[config.mk]
export PLATFORM = sky130hd
export DESIGN_NAME = fifo_wr_arbiter_flat
export DESIGN_NICKNAME = d
export VERILOG_FILES = /design/src/rtl/fifo_wr_arbiter_if.sv /design/src/rtl/fifo_wr_arbiter.sv /design/src/flat_wrapper.sv
export SDC_FILE = /design/constraint.sdc
export NUM_CORES = 1
export LEC_CHECK = 0
export BUFFER_PORTS_ARGS = -buffer_cell sky130_fd_sc_hd__buf_2
export CAP_MARGIN = 25
export CORE_MARGIN = 2
export CORE_UTILIZATION = 50
export DETAILED_ROUTE_END_ITERATION = 12
export HOLD_SLACK_MARGIN = 0.1
export PLACE_DENSITY = 0.93
export SYNTH_ARGS = -nofsm -noshare
export SYNTH_HDL_FRONTEND = slang
export SYNTH_SLANG_ARGS = --single-unit
[constraint.sdc]
create_clock -name wclk -period 5.8 [get_ports wclk]
set_clock_uncertainty 0.15 [all_clocks]
set_input_delay 1.74 -clock wclk [delete_from_list [all_inputs] [get_ports wclk]]
set_output_delay 1.74 -clock wclk [all_outputs]
set_load 0.03 [all_outputs]
[src/rtl/fifo_wr_arbiter_if.sv]
// fifo_wr_arbiter_if: requester beat lanes in, FIFO write port out
interface fifo_wr_arbiter_if #(
  parameter int NREQ = 4,
  parameter int DATA_W = 8
);
  logic [NREQ-1:0]        req_valid;
  logic [NREQ*DATA_W-1:0] req_data;
  logic [NREQ-1:0]        req_last;
  logic [NREQ-1:0]        req_ready;
  logic                   full;
  logic                   w_en;
  logic [DATA_W-1:0]      data_in;
  modport master (output req_valid, req_data, req_last, full, input req_ready, w_en, data_in);
  modport slave (input req_valid, req_data, req_last, full, output req_ready, w_en, data_in);
endinterface

[src/rtl/fifo_wr_arbiter.sv]
// fifo_wr_arbiter: frame-granular round-robin sharing of one FIFO write port
module fifo_wr_arbiter #(
  parameter int NREQ = 4,
  parameter int DATA_W = 8,
  parameter int IDLE_TO = 16
) (
  input  logic                      wclk,
  input  logic                      arst_n,
  fifo_wr_arbiter_if.slave          bus,
  output logic [NREQ-1:0]           grant,
  output logic [$clog2(NREQ)-1:0]   grant_id,
  output logic                      abort,
  output logic [15:0]               frame_cnt
);
  localparam int IW = $clog2(NREQ);
  localparam int SW = $clog2(IDLE_TO + 1);
  typedef enum logic [1:0] {IDLE, ARB, XFER} state_t;
  state_t state_q, state_d;
  logic [NREQ-1:0] grant_q, grant_d;
  logic [IW-1:0] grant_id_q, grant_id_d, last_id_q, last_id_d, pick_id, cand;
  logic [SW-1:0] stall_q, stall_d;
  logic [15:0] frame_cnt_q, frame_cnt_d;
  logic abort_q, abort_d;
  logic xfer, g_valid, fire, done, stall_hit, pick_found;
  assign xfer = state_q == XFER;
  assign g_valid = bus.req_valid[grant_id_q];
  assign fire = xfer & g_valid & ~bus.full;
  assign done = fire & bus.req_last[grant_id_q];
  assign stall_hit = xfer & ~g_valid & (stall_q == SW'(IDLE_TO - 1));
  assign grant = grant_q;
  assign grant_id = grant_id_q;
  assign abort = abort_q;
  assign frame_cnt = frame_cnt_q;
  // Round-robin search beginning just after the previous grantee
  always_comb begin
    pick_found = 1'b0;
    pick_id = '0;
    cand = '0;
    for (int k = 1; k <= NREQ; k++) begin
      cand = IW'((int'(last_id_q) + k) % NREQ);
      if (!pick_found && bus.req_valid[cand]) begin
        pick_found = 1'b1;
        pick_id = cand;
      end
    end
  end
  // State register
  always_ff @(posedge wclk or negedge arst_n) begin
    if (!arst_n) state_q <= IDLE;
    else state_q <= state_d;
  end
  // Next state: a frame ends on its last beat or on a stall timeout
  always_comb begin
    state_d = state_q == IDLE ? (|bus.req_valid ? ARB : IDLE) :
              state_q == ARB  ? (pick_found ? XFER : IDLE) :
              state_q == XFER ? ((done | stall_hit) ? IDLE : XFER) : IDLE;
  end
  // Outputs: only the grantee sees ready, and the write path is purely combinational
  always_comb begin
    bus.w_en = fire;
    bus.req_ready = '0;
    bus.req_ready[grant_id_q] = xfer & ~bus.full;
    bus.data_in = xfer ? bus.req_data[grant_id_q*DATA_W +: DATA_W] : '0;
  end
  // Grant, priority pointer, stall timer, frame counter and abort pulse next values
  always_comb begin
    grant_d = grant_q;
    grant_id_d = grant_id_q;
    last_id_d = last_id_q;
    stall_d = (xfer && !g_valid && !stall_hit) ? stall_q + 1'b1 : '0;
    frame_cnt_d = frame_cnt_q + 16'(done);
    abort_d = stall_hit;
    if (state_q == ARB && pick_found) begin
      grant_d = NREQ'(1) << pick_id;
      grant_id_d = pick_id;
    end
    if (done | stall_hit) begin
      grant_d = '0;
      last_id_d = grant_id_q;
    end
  end
  // Datapath registers; last_id resets to the top index so requester 0 wins first
  always_ff @(posedge wclk or negedge arst_n) begin
    if (!arst_n) begin
      grant_q <= '0;
      grant_id_q <= '0;
      last_id_q <= IW'(NREQ - 1);
      stall_q <= '0;
      frame_cnt_q <= '0;
      abort_q <= 1'b0;
    end else begin
      grant_q <= grant_d;
      grant_id_q <= grant_id_d;
      last_id_q <= last_id_d;
      stall_q <= stall_d;
      frame_cnt_q <= frame_cnt_d;
      abort_q <= abort_d;
    end
  end
endmodule

[src/flat_wrapper.sv]
// flat-port wrapper written by rule: the top's interface ports become plain ports
module fifo_wr_arbiter_flat 
#(
  parameter int NREQ = 4,
  parameter int DATA_W = 8,
  parameter int IDLE_TO = 16
)
  (wclk, arst_n, grant, grant_id, abort, frame_cnt, bus_req_valid, bus_req_data, bus_req_last, bus_full, bus_req_ready, bus_w_en, bus_data_in);
  fifo_wr_arbiter_if #(.NREQ(NREQ), .DATA_W(DATA_W)) bus_i ();
  input  logic wclk;
  input  logic arst_n;
  output logic [NREQ-1:0] grant;
  output logic [$clog2(NREQ)-1:0] grant_id;
  output logic abort;
  output logic [15:0] frame_cnt;
  input wire logic [$bits(bus_i.req_valid)-1:0] bus_req_valid;
  input wire logic [$bits(bus_i.req_data)-1:0] bus_req_data;
  input wire logic [$bits(bus_i.req_last)-1:0] bus_req_last;
  input wire logic [$bits(bus_i.full)-1:0] bus_full;
  output wire logic [$bits(bus_i.req_ready)-1:0] bus_req_ready;
  output wire logic [$bits(bus_i.w_en)-1:0] bus_w_en;
  output wire logic [$bits(bus_i.data_in)-1:0] bus_data_in;
  assign bus_i.req_valid = bus_req_valid;
  assign bus_i.req_data = bus_req_data;
  assign bus_i.req_last = bus_req_last;
  assign bus_i.full = bus_full;
  assign bus_req_ready = bus_i.req_ready;
  assign bus_w_en = bus_i.w_en;
  assign bus_data_in = bus_i.data_in;
  fifo_wr_arbiter #(.NREQ(NREQ), .DATA_W(DATA_W), .IDLE_TO(IDLE_TO)) u_core (.wclk(wclk), .arst_n(arst_n), .bus(bus_i), .grant(grant), .grant_id(grant_id), .abort(abort), .frame_cnt(frame_cnt));
endmodule
After elaboration in Yosys (flattened, before gate mapping)
Index checks and enable logic that the tools add are counted.

Register bits after elaboration: 32. Bits of input ports: 43. Output and inout port bits: 36. Logic and storage cells: 81.

$add $sub $neg: 6. Order comparisons: 6. Eq/ne operators: 3. Shifts and indexed selects: 2. Multiplexer cells: 32. Bitwise logic cells: 10. Reductions and logical operators: 15.

Operators with widths (number): $shiftx 32x6->8 (1); $mux 2 (9); $add 16x1->16 (1); $lt 2x3->1 const B (5); $bmux 1 s2 (6); $mux 1 (12); $mux 4 (2); $mux 8 (1); $logic_and 1x1->1 (7); $and 1x1->1 (6); $add 5x1->5 const B (1); $eq 5x4->1 const B (1); $logic_not 1->1 (5); $mux 5 (1); $add 2x1->2 const B (2); $add 2x2->2 const B (2); $and 4x4->4 (1); $reduce_or 4->1 (1); $shl 1x2->4 const A (1); $demux 1 s2 (1); $eq 2x1->1 const B (1); $eq 2x2->1 const B (1); $ge 2x1->1 const B (1); $logic_not 2->1 (1); 3 further kinds (4).

Longest topological paths before layout
Gate-level depths: netlist of run 1.

Word-level depth: 16. Depth in mapped cells: 9. Mapped depth without buffers: 9.

Worst setup path after synthesis of run 1
OpenSTA, ideal clock, no wires.

Path type: in2out. Start point: input port bus_full. End point: output port bus_req_ready[0]. Arrival: 2.738 ns. Required time: 3.910 ns. Setup slack: 1.172 ns. Cell stages on the path: 1. Path buffers: 0. Path through: nor4_1.

Cells in the longest elaborated chain, start to end: 3.

RTL lines: from (decl) (RTL line flat_wrapper.sv:19) `input wire logic [$bits(bus_i.full)-1:0] bus_full;`; $not 1->1 (RTL line fifo_wr_arbiter.sv:62) `bus.req_ready[grant_id_q] = xfer & ~bus.full;`; $and 1x1->1 (RTL line fifo_wr_arbiter.sv:62); $and 4x4->4 (no line); to (decl) (RTL line flat_wrapper.sv:20) `output wire logic [$bits(bus_i.req_ready)-1:0] bus_req_ready;`.

Every way passes these cells.

Worst setup path in the final report of run 1
Start point: input port bus_req_valid[3]. End point: output port bus_w_en.

Cells in the longest elaborated chain, start to end: 4.

RTL lines: from (decl) (RTL line flat_wrapper.sv:16) `input wire logic [$bits(bus_i.req_valid)-1:0] bus_req_valid;`; $bmux 1 s2 (RTL line fifo_wr_arbiter.sv:26) `assign g_valid = bus.req_valid[grant_id_q];`; $mux 1 (not written as such) (RTL line fifo_wr_arbiter.sv:26); $and 1x1->1 (2 in series) (RTL line fifo_wr_arbiter.sv:27) `assign fire = xfer & g_valid & ~bus.full;`; to (decl) (RTL line flat_wrapper.sv:21) `output wire logic [$bits(bus_i.w_en)-1:0] bus_w_en;`.

Every way passes these cells. The select of a mux whose other input is x is not followed.

==> metrics.cfg, run 1 <==
[synthesis]
synthDistinctLibCells=35
yosysSeqAreaShare_pct=46.0
yosysTopAreaCellShare_pct=42.9
synth-main-ff-cell=dfrtp_1
netlist_area_um2=1750
syn_nets=202
ys_ff_latch=32
yosys.area.top_type=dfrtp_1
synth_edf_count=0
ys.warnings.count=0
synth_area_leaders=dfrtp_1 43%, mux4_2 9.0%, xnor2_1 6.0%
synthCells=155
syn_area_per_cell_um2=11.3
synthArstFlopShare_pct=100

[cts]
cts_buffers=5
hold_buffers=0
root_buffer=clkbuf_4
clock_path_buffers=2
cts_tree=yes
postCtsSetupRepairBufs=0
h-tree-depth=2
cts_resized=0
clock_latency_ps=330
cts_sinks=32
clkSlewWorstSetupHoldPaths_ps=100

[layout]
fillCellCount=257
fin_nets=281
syn_to_final_growth_pct=27.4
instances_no_fill=281
antenna_cells=0
layout_commonest_cell=buf_2
final_core_util_pct=66.7
drive_gt1_share_pct=43.4
mostFrequentLayoutCells=78 x buf_2, 30 x dfrtp_1, 16 x nor2_1

[floorplanning]
core_um2=3340
io_pins=79
fp.dieH_um=63.1
die_w_um=63.1
row_count=21
dieArea_um2=3980
initial_core_util_pct=52.4

[critical_path]
slowest_stage=mux4_2
r2r_slack_ps=2940
cp-start-kind=input pin
endpoint=bus_w_en
r2r-start=u_core.grant_id[0]
worstSetupEndpointType=primary output
cpPeakStageDelay_ps=540
crit_chain=buf_2 > mux4_2 > and2_1 > buf_2
cp_max_fo=6
setup.worst_path.start=bus_req_valid[3]
rr_worst_depth=8
cp_data_arrival_time_ps=2770
crit_top_cell=buf_2
critPathKind=in -> out
r2r_end=u_core.frame_cnt[12]
cp.required_ps=3910

[sta]
relSlewSlack_pct=49.5
min_period_ps=4660
finalSetupViolations=0
fmax_mhz=214
min_period_over_period_pct=80.4
final_hold_viol_count=0
slew_viol_final=0
worstMarginPinSlew_ps=757
grt_setup_unrepaired=no
fin_setup_tns_ps=0

[detailed_routing]
wirelength_um=4090
drcViolationCount=0
drt-pass1-iter-count=4
routed_via_density=5.34
final_antenna_net_count=0
post_drt_wl_per_cell_um=14.6
vias=1500
drt_iter0_drc=94

[grt]
grt_max_degree=33
grt_pass1_wl_um=6770
grt_pass1_vias=1469
grt_overflow_total=0
grt_use_total_pct=22.0
antenna_found_initial=0

[place]
dp.cells=273
portBuffers=78
dpl.hpwl_um=3120
place_congestion=0.774

[power_and_ir_drop]
power.leakage_uw=0.00116
power.density_nw_per_um2=394
vdd_drop_max_mv=0.294

[run]
drv_cap=0

[worst_hold_path]
min_path_type=reg -> reg

[status]
status=finished, final reports clean

-- layout make-up --
cell class / instances / area (µm²) / area share [%]
Multi-Input combinational cell: 110 / 888 / 39.9
Inverter: 7 / 26.3 / 1.18
Timing Repair Buffer: 78 / 390 / 17.5
Clock buffer: 6 / 51.3 / 2.30
Tap cell: 46 / 57.6 / 2.58
Sequential cell: 32 / 803 / 36.1
Clock inverter: 2 / 10.0 / 0.449
-- worst min-delay path by stage --
stage	start	cells past startpoint	to	slack, ps
finish	u_core.state_q[1]	1	u_core.state_q[0]	310
global route	u_core.state_q[1]	1	u_core.state_q[0]	330
global placement	u_core.state_q[1]	1	u_core.state_q[0]	270
CTS	u_core.state_q[1]	1	u_core.state_q[0]	320
detailed placement	u_core.stall_q[0]	1	u_core.stall_q[0]	310
floorplan	u_core.state_q[1]	1	u_core.state_q[0]	260
-- cells in the mapped netlist (all sizes together), types with 2 or more instances --
library cell  number
dfstp              2
nand2b             2
nand4              3
mux4              10
nand3              8
or2                2
inv                7
mux2               2
nand2             11
dfrtp             30
o21ai              4
xnor2             12
o22ai              2
a22oi              2
clkbuf             5
ha                 4
nor2b             10
nor3               2
nor4               2
and3               5
nor2              16
xor2               4
-- metrics by stage --
step	worst slack [ps]	total power, µW	hold slack (ps)	cell area (µm²)
6_report	1140	877	315	2230
5_1_grt	1090	934	333	2230
4_1_cts	1140	881	323	2230
3_5_place_dp	1150	748	307	2170
3_3_place_gp	1160	736	270	2170
2_1_floorplan	1170	645	263	1750
-- flip-flops by register name, summed over array words and instances (netlist names) --
signal            count
u_core.grant          4
u_core.frame_cnt     16
u_core.abort          1
u_core.last_id_q      2
u_core.stall_q        5
u_core.state_q        2
u_core.grant_id       2
-- worst max-delay path, delay by kind of cell --
kind / cells / cell delay (ps)
and+or+nand+nor: 1 / 180
buffers and inverters: 2 / 310
muxes: 1 / 540
-- where the power goes --
group          leakage, µW  internal, µW  switching (µW)
combinational     0.000692           171             226
sequential        0.000426           272            76.2
clock            0.0000380          57.6            74.1
total              0.00116           500             377
-- kinds of logic after synthesis --
logic type	count (synthesis)	share of synthesized area, %
AND/OR/NAND/NOR	67	20.3
flip-flops	32	46.0
XOR/XNOR	16	8.02
buffers and inverters	13	3.22
multiplexers	12	15.2
AO/OA/AOI/OAI	11	4.44
adder cells (fa/ha/maj)	4	2.86
-- per-layer routing --
layer / up-vias / routed length, µm / GRT usage [%]
li1: 714 / - / -
met2: 65 / 1990 / 34.7
met4: 0 / 109 / 10.8
met1: 710 / 1690 / 27.9
met3: 11 / 302 / 6.07
met5: - / 0 / 0
(Power assumes the default switching activity.)
==> run 2, diff against run 1 <==
--- a/config.mk
+++ b/config.mk
@@ -5,13 +5,14 @@
 export SDC_FILE = /design/constraint.sdc
 export NUM_CORES = 1
 export LEC_CHECK = 0
+export ABC_AREA = 1
 export BUFFER_PORTS_ARGS = -buffer_cell sky130_fd_sc_hd__buf_2
 export CAP_MARGIN = 25
 export CORE_MARGIN = 2
-export CORE_UTILIZATION = 50
+export CORE_UTILIZATION = 43
 export DETAILED_ROUTE_END_ITERATION = 12
 export HOLD_SLACK_MARGIN = 0.1
-export PLACE_DENSITY = 0.93
+export PLACE_DENSITY = 0.84
 export SYNTH_ARGS = -nofsm -noshare
 export SYNTH_HDL_FRONTEND = slang
 export SYNTH_SLANG_ARGS = --single-unit
==> constraint.sdc (replaced) <==
create_clock -name wclk -period 4.29 [get_ports wclk]
set_clock_uncertainty 0.15 [all_clocks]
set_input_delay 1.287 -clock wclk [delete_from_list [all_inputs] [get_ports wclk]]
set_output_delay 1.287 -clock wclk [all_outputs]
set_load 0.03 [all_outputs]
==> run 2 against run 1 <==
Final cell count up 32%. Clock power grew 130%. Register-to-register slack lost 1500 ps. Critical endpoint unchanged. Largest cell class unchanged. Largest power group unchanged.
==> metrics.cfg, run 2 <==
[sta]
fin_setup_tns_ps=0  ; unchanged
relSlewSlack_pct=53.8  ; +4.3 points
worstMarginPinSlew_ps=694  ; -63.8 ps
slew_viol_final=0  ; unchanged
fmax_mhz=281
finalSetupViolations=0  ; unchanged
min_period_ps=3550
min_period_over_period_pct=82.8
grt_setup_unrepaired=no
final_hold_viol_count=0  ; unchanged

[cts]
cts_sinks=32  ; unchanged
root_buffer=clkbuf_8
cts_tree=yes
clkSlewWorstSetupHoldPaths_ps=60  ; -40 ps
hold_buffers=0  ; unchanged
clock_path_buffers=2  ; unchanged
clock_latency_ps=270  ; -60 ps
postCtsSetupRepairBufs=0  ; unchanged
cts_buffers=5  ; unchanged
cts_resized=0  ; unchanged
h-tree-depth=2  ; unchanged

[synthesis]
syn_nets=282  ; +40%
yosysTopAreaCellShare_pct=38.8  ; -4.2 points
synth-main-ff-cell=dfrtp_1
yosys.area.top_type=dfrtp_1
yosysSeqAreaShare_pct=41.5  ; -4.5 points
ys_ff_latch=32  ; unchanged
synthArstFlopShare_pct=100  ; unchanged
synth_edf_count=0  ; unchanged
netlist_area_um2=1940  ; +11%
ys.warnings.count=0  ; unchanged
syn_area_per_cell_um2=8.24  ; -27%
yosysMostFrequentCell=nand2_1
synthTopCellsByCount=56 x nand2_1, 30 x dfrtp_1, 16 x a22oi_1, 16 x nand3_1, 16 x nor2_1
synthDistinctLibCells=30  ; -14%
synthCells=235  ; +52%
synth_area_leaders=dfrtp_1 39%, nand2_1 11%, a22oi_1 6.2%

[grt]
grt_overflow_total=0  ; unchanged
grt_max_degree=33  ; unchanged
grt_use_total_pct=19.4  ; -2.6 points
grt_pass1_wl_um=8080  ; +19%
antenna_found_initial=0  ; unchanged
grt_pass1_vias=1904  ; +30%

[layout]
syn_to_final_growth_pct=28.9
layout_commonest_cell=buf_2
mostFrequentLayoutCells=78 x buf_2, 56 x nand2_1, 30 x dfrtp_1
fillCellCount=392  ; +53%
final_core_util_pct=57.3  ; -9.4 points
drive_gt1_share_pct=38.9  ; -4.5 points
largest_reg_flops=16  ; unchanged
fin_nets=365  ; +30%
antenna_cells=0  ; unchanged

[place]
dpl.hpwl_um=3630  ; +16%
portBuffers=78  ; unchanged
place_congestion=0.824  ; +6.5%

[critical_path]
cp_max_fo=3  ; -3
endpoint=bus_w_en
r2r_end=u_core.frame_cnt[14]
crit_top_cell=buf_2
crit_buf_inv=3  ; +1
rr_worst_depth=15  ; +7
r2r-start=u_core.grant_id[0]
crit_chain=buf_2 > inv_1 > o21ai_0 > nand2_1 > a21oi_2 > buf_2
crit_cells=6  ; +2
critical-path-top-delay-family=buffers and inverters
cp_data_arrival_time_ps=2120  ; -650 ps
slowest_stage=buf_2
cp-start-kind=input pin
cp.required_ps=2850  ; -1060 ps
r2r_slack_ps=1470  ; -1470 ps
worstSetupEndpointType=primary output
cpPeakStageDelay_ps=230  ; -310 ps
critPathKind=in -> out
setup.worst_path.start=bus_req_valid[0]

[detailed_routing]
final_antenna_net_count=0  ; unchanged
drcViolationCount=0  ; unchanged
drt_iter0_drc=78  ; -17%
routed_via_density=5.06  ; -5.2%
drt-pass1-iter-count=4  ; unchanged
vias=1878  ; +25%
wirelength_um=4550  ; +11%
post_drt_wl_per_cell_um=12.3  ; -16%

[floorplanning]
row_count=24  ; +14%
io_pins=79  ; unchanged
dieArea_um2=5050  ; +27%
initial_core_util_pct=44.5  ; -7.9 points
fp.dieH_um=71.1  ; +13%
die_w_um=71.1  ; +13%
core_um2=4350  ; +30%

[power_and_ir_drop]
power.leakage_uw=0.00139  ; +21%
vdd_drop_max_mv=0.262  ; -11%
power.density_nw_per_um2=636  ; +61%
fin_total_pwr_uw=1590  ; +81%

[status]
status=finished, final reports clean

[worst_hold_path]
min_path_type=reg -> reg

[run]
drv_cap=0  ; unchanged

-- run 2: cell count changes after synthesis, sizes merged, moves of 11 or more --
cell and change:
a22oi +14, a21oi +11, inv +18, nand2 +59
-- run 2: metal layers --
metal  part of all wire [%]  up-vias  global-route usage [%]  wire (µm)
met2                     53       57                    34.8       2390
met1                     42      862                    23.1       1900
met4                    2.1        0                    7.97         94
met3                    3.6       10                    2.99        164
li1                       -      949                       -          -
met5                      0        -                       0          0
-- run 2: how the worst min path moves through the flow --
stage | from | end | cells past startpoint
floorplan | u_core.state_q[1] | u_core.state_q[0] | 1
global placement | u_core.state_q[1] | u_core.state_q[0] | 1
detailed placement | u_core.state_q[1] | u_core.state_q[0] | 1
CTS | u_core.state_q[1] | u_core.state_q[0] | 1
global route | u_core.state_q[1] | u_core.state_q[0] | 1
finish | u_core.state_q[1] | u_core.state_q[0] | 1
-- run 2: kinds of logic after synthesis --
group                      synth area share [%]
buffers and inverters                      6.40
and+or+nand+nor                            30.4
adders and majority gates                  2.59
AOI/OAI and AO/OA                          12.3
xor gates and xnor gates                   6.79
DFF                                        41.5
-- run 2: stage by stage --
stage          hold WS (ps)  cell area (µm²)  worst slack, ps  instances
2_1_floorplan           257             1940              700        235
3_3_place_gp            263             2370              753        363
3_5_place_dp            277             2370              632        363
4_1_cts                 282             2490              743        371
5_1_grt                 329             2490              517        371
6_report                277             2490              736        371
-- run 2: power by group --
part	switching, µW	internal (µW)
clock	104	205
sequential	77.6	371
combinational	568	262
total	749	837
-- run 2: layout make-up --
class	count	area, µm²	share of cell area (%)
multi-input cells	176	1010	40.4
clock inverters	1	30.0	1.20
repair buffers	78	390	15.6
well taps	52	65.1	2.61
flip-flops and latches	32	803	32.2
inverters	25	101	4.06
clock buffers	7	96.3	3.86
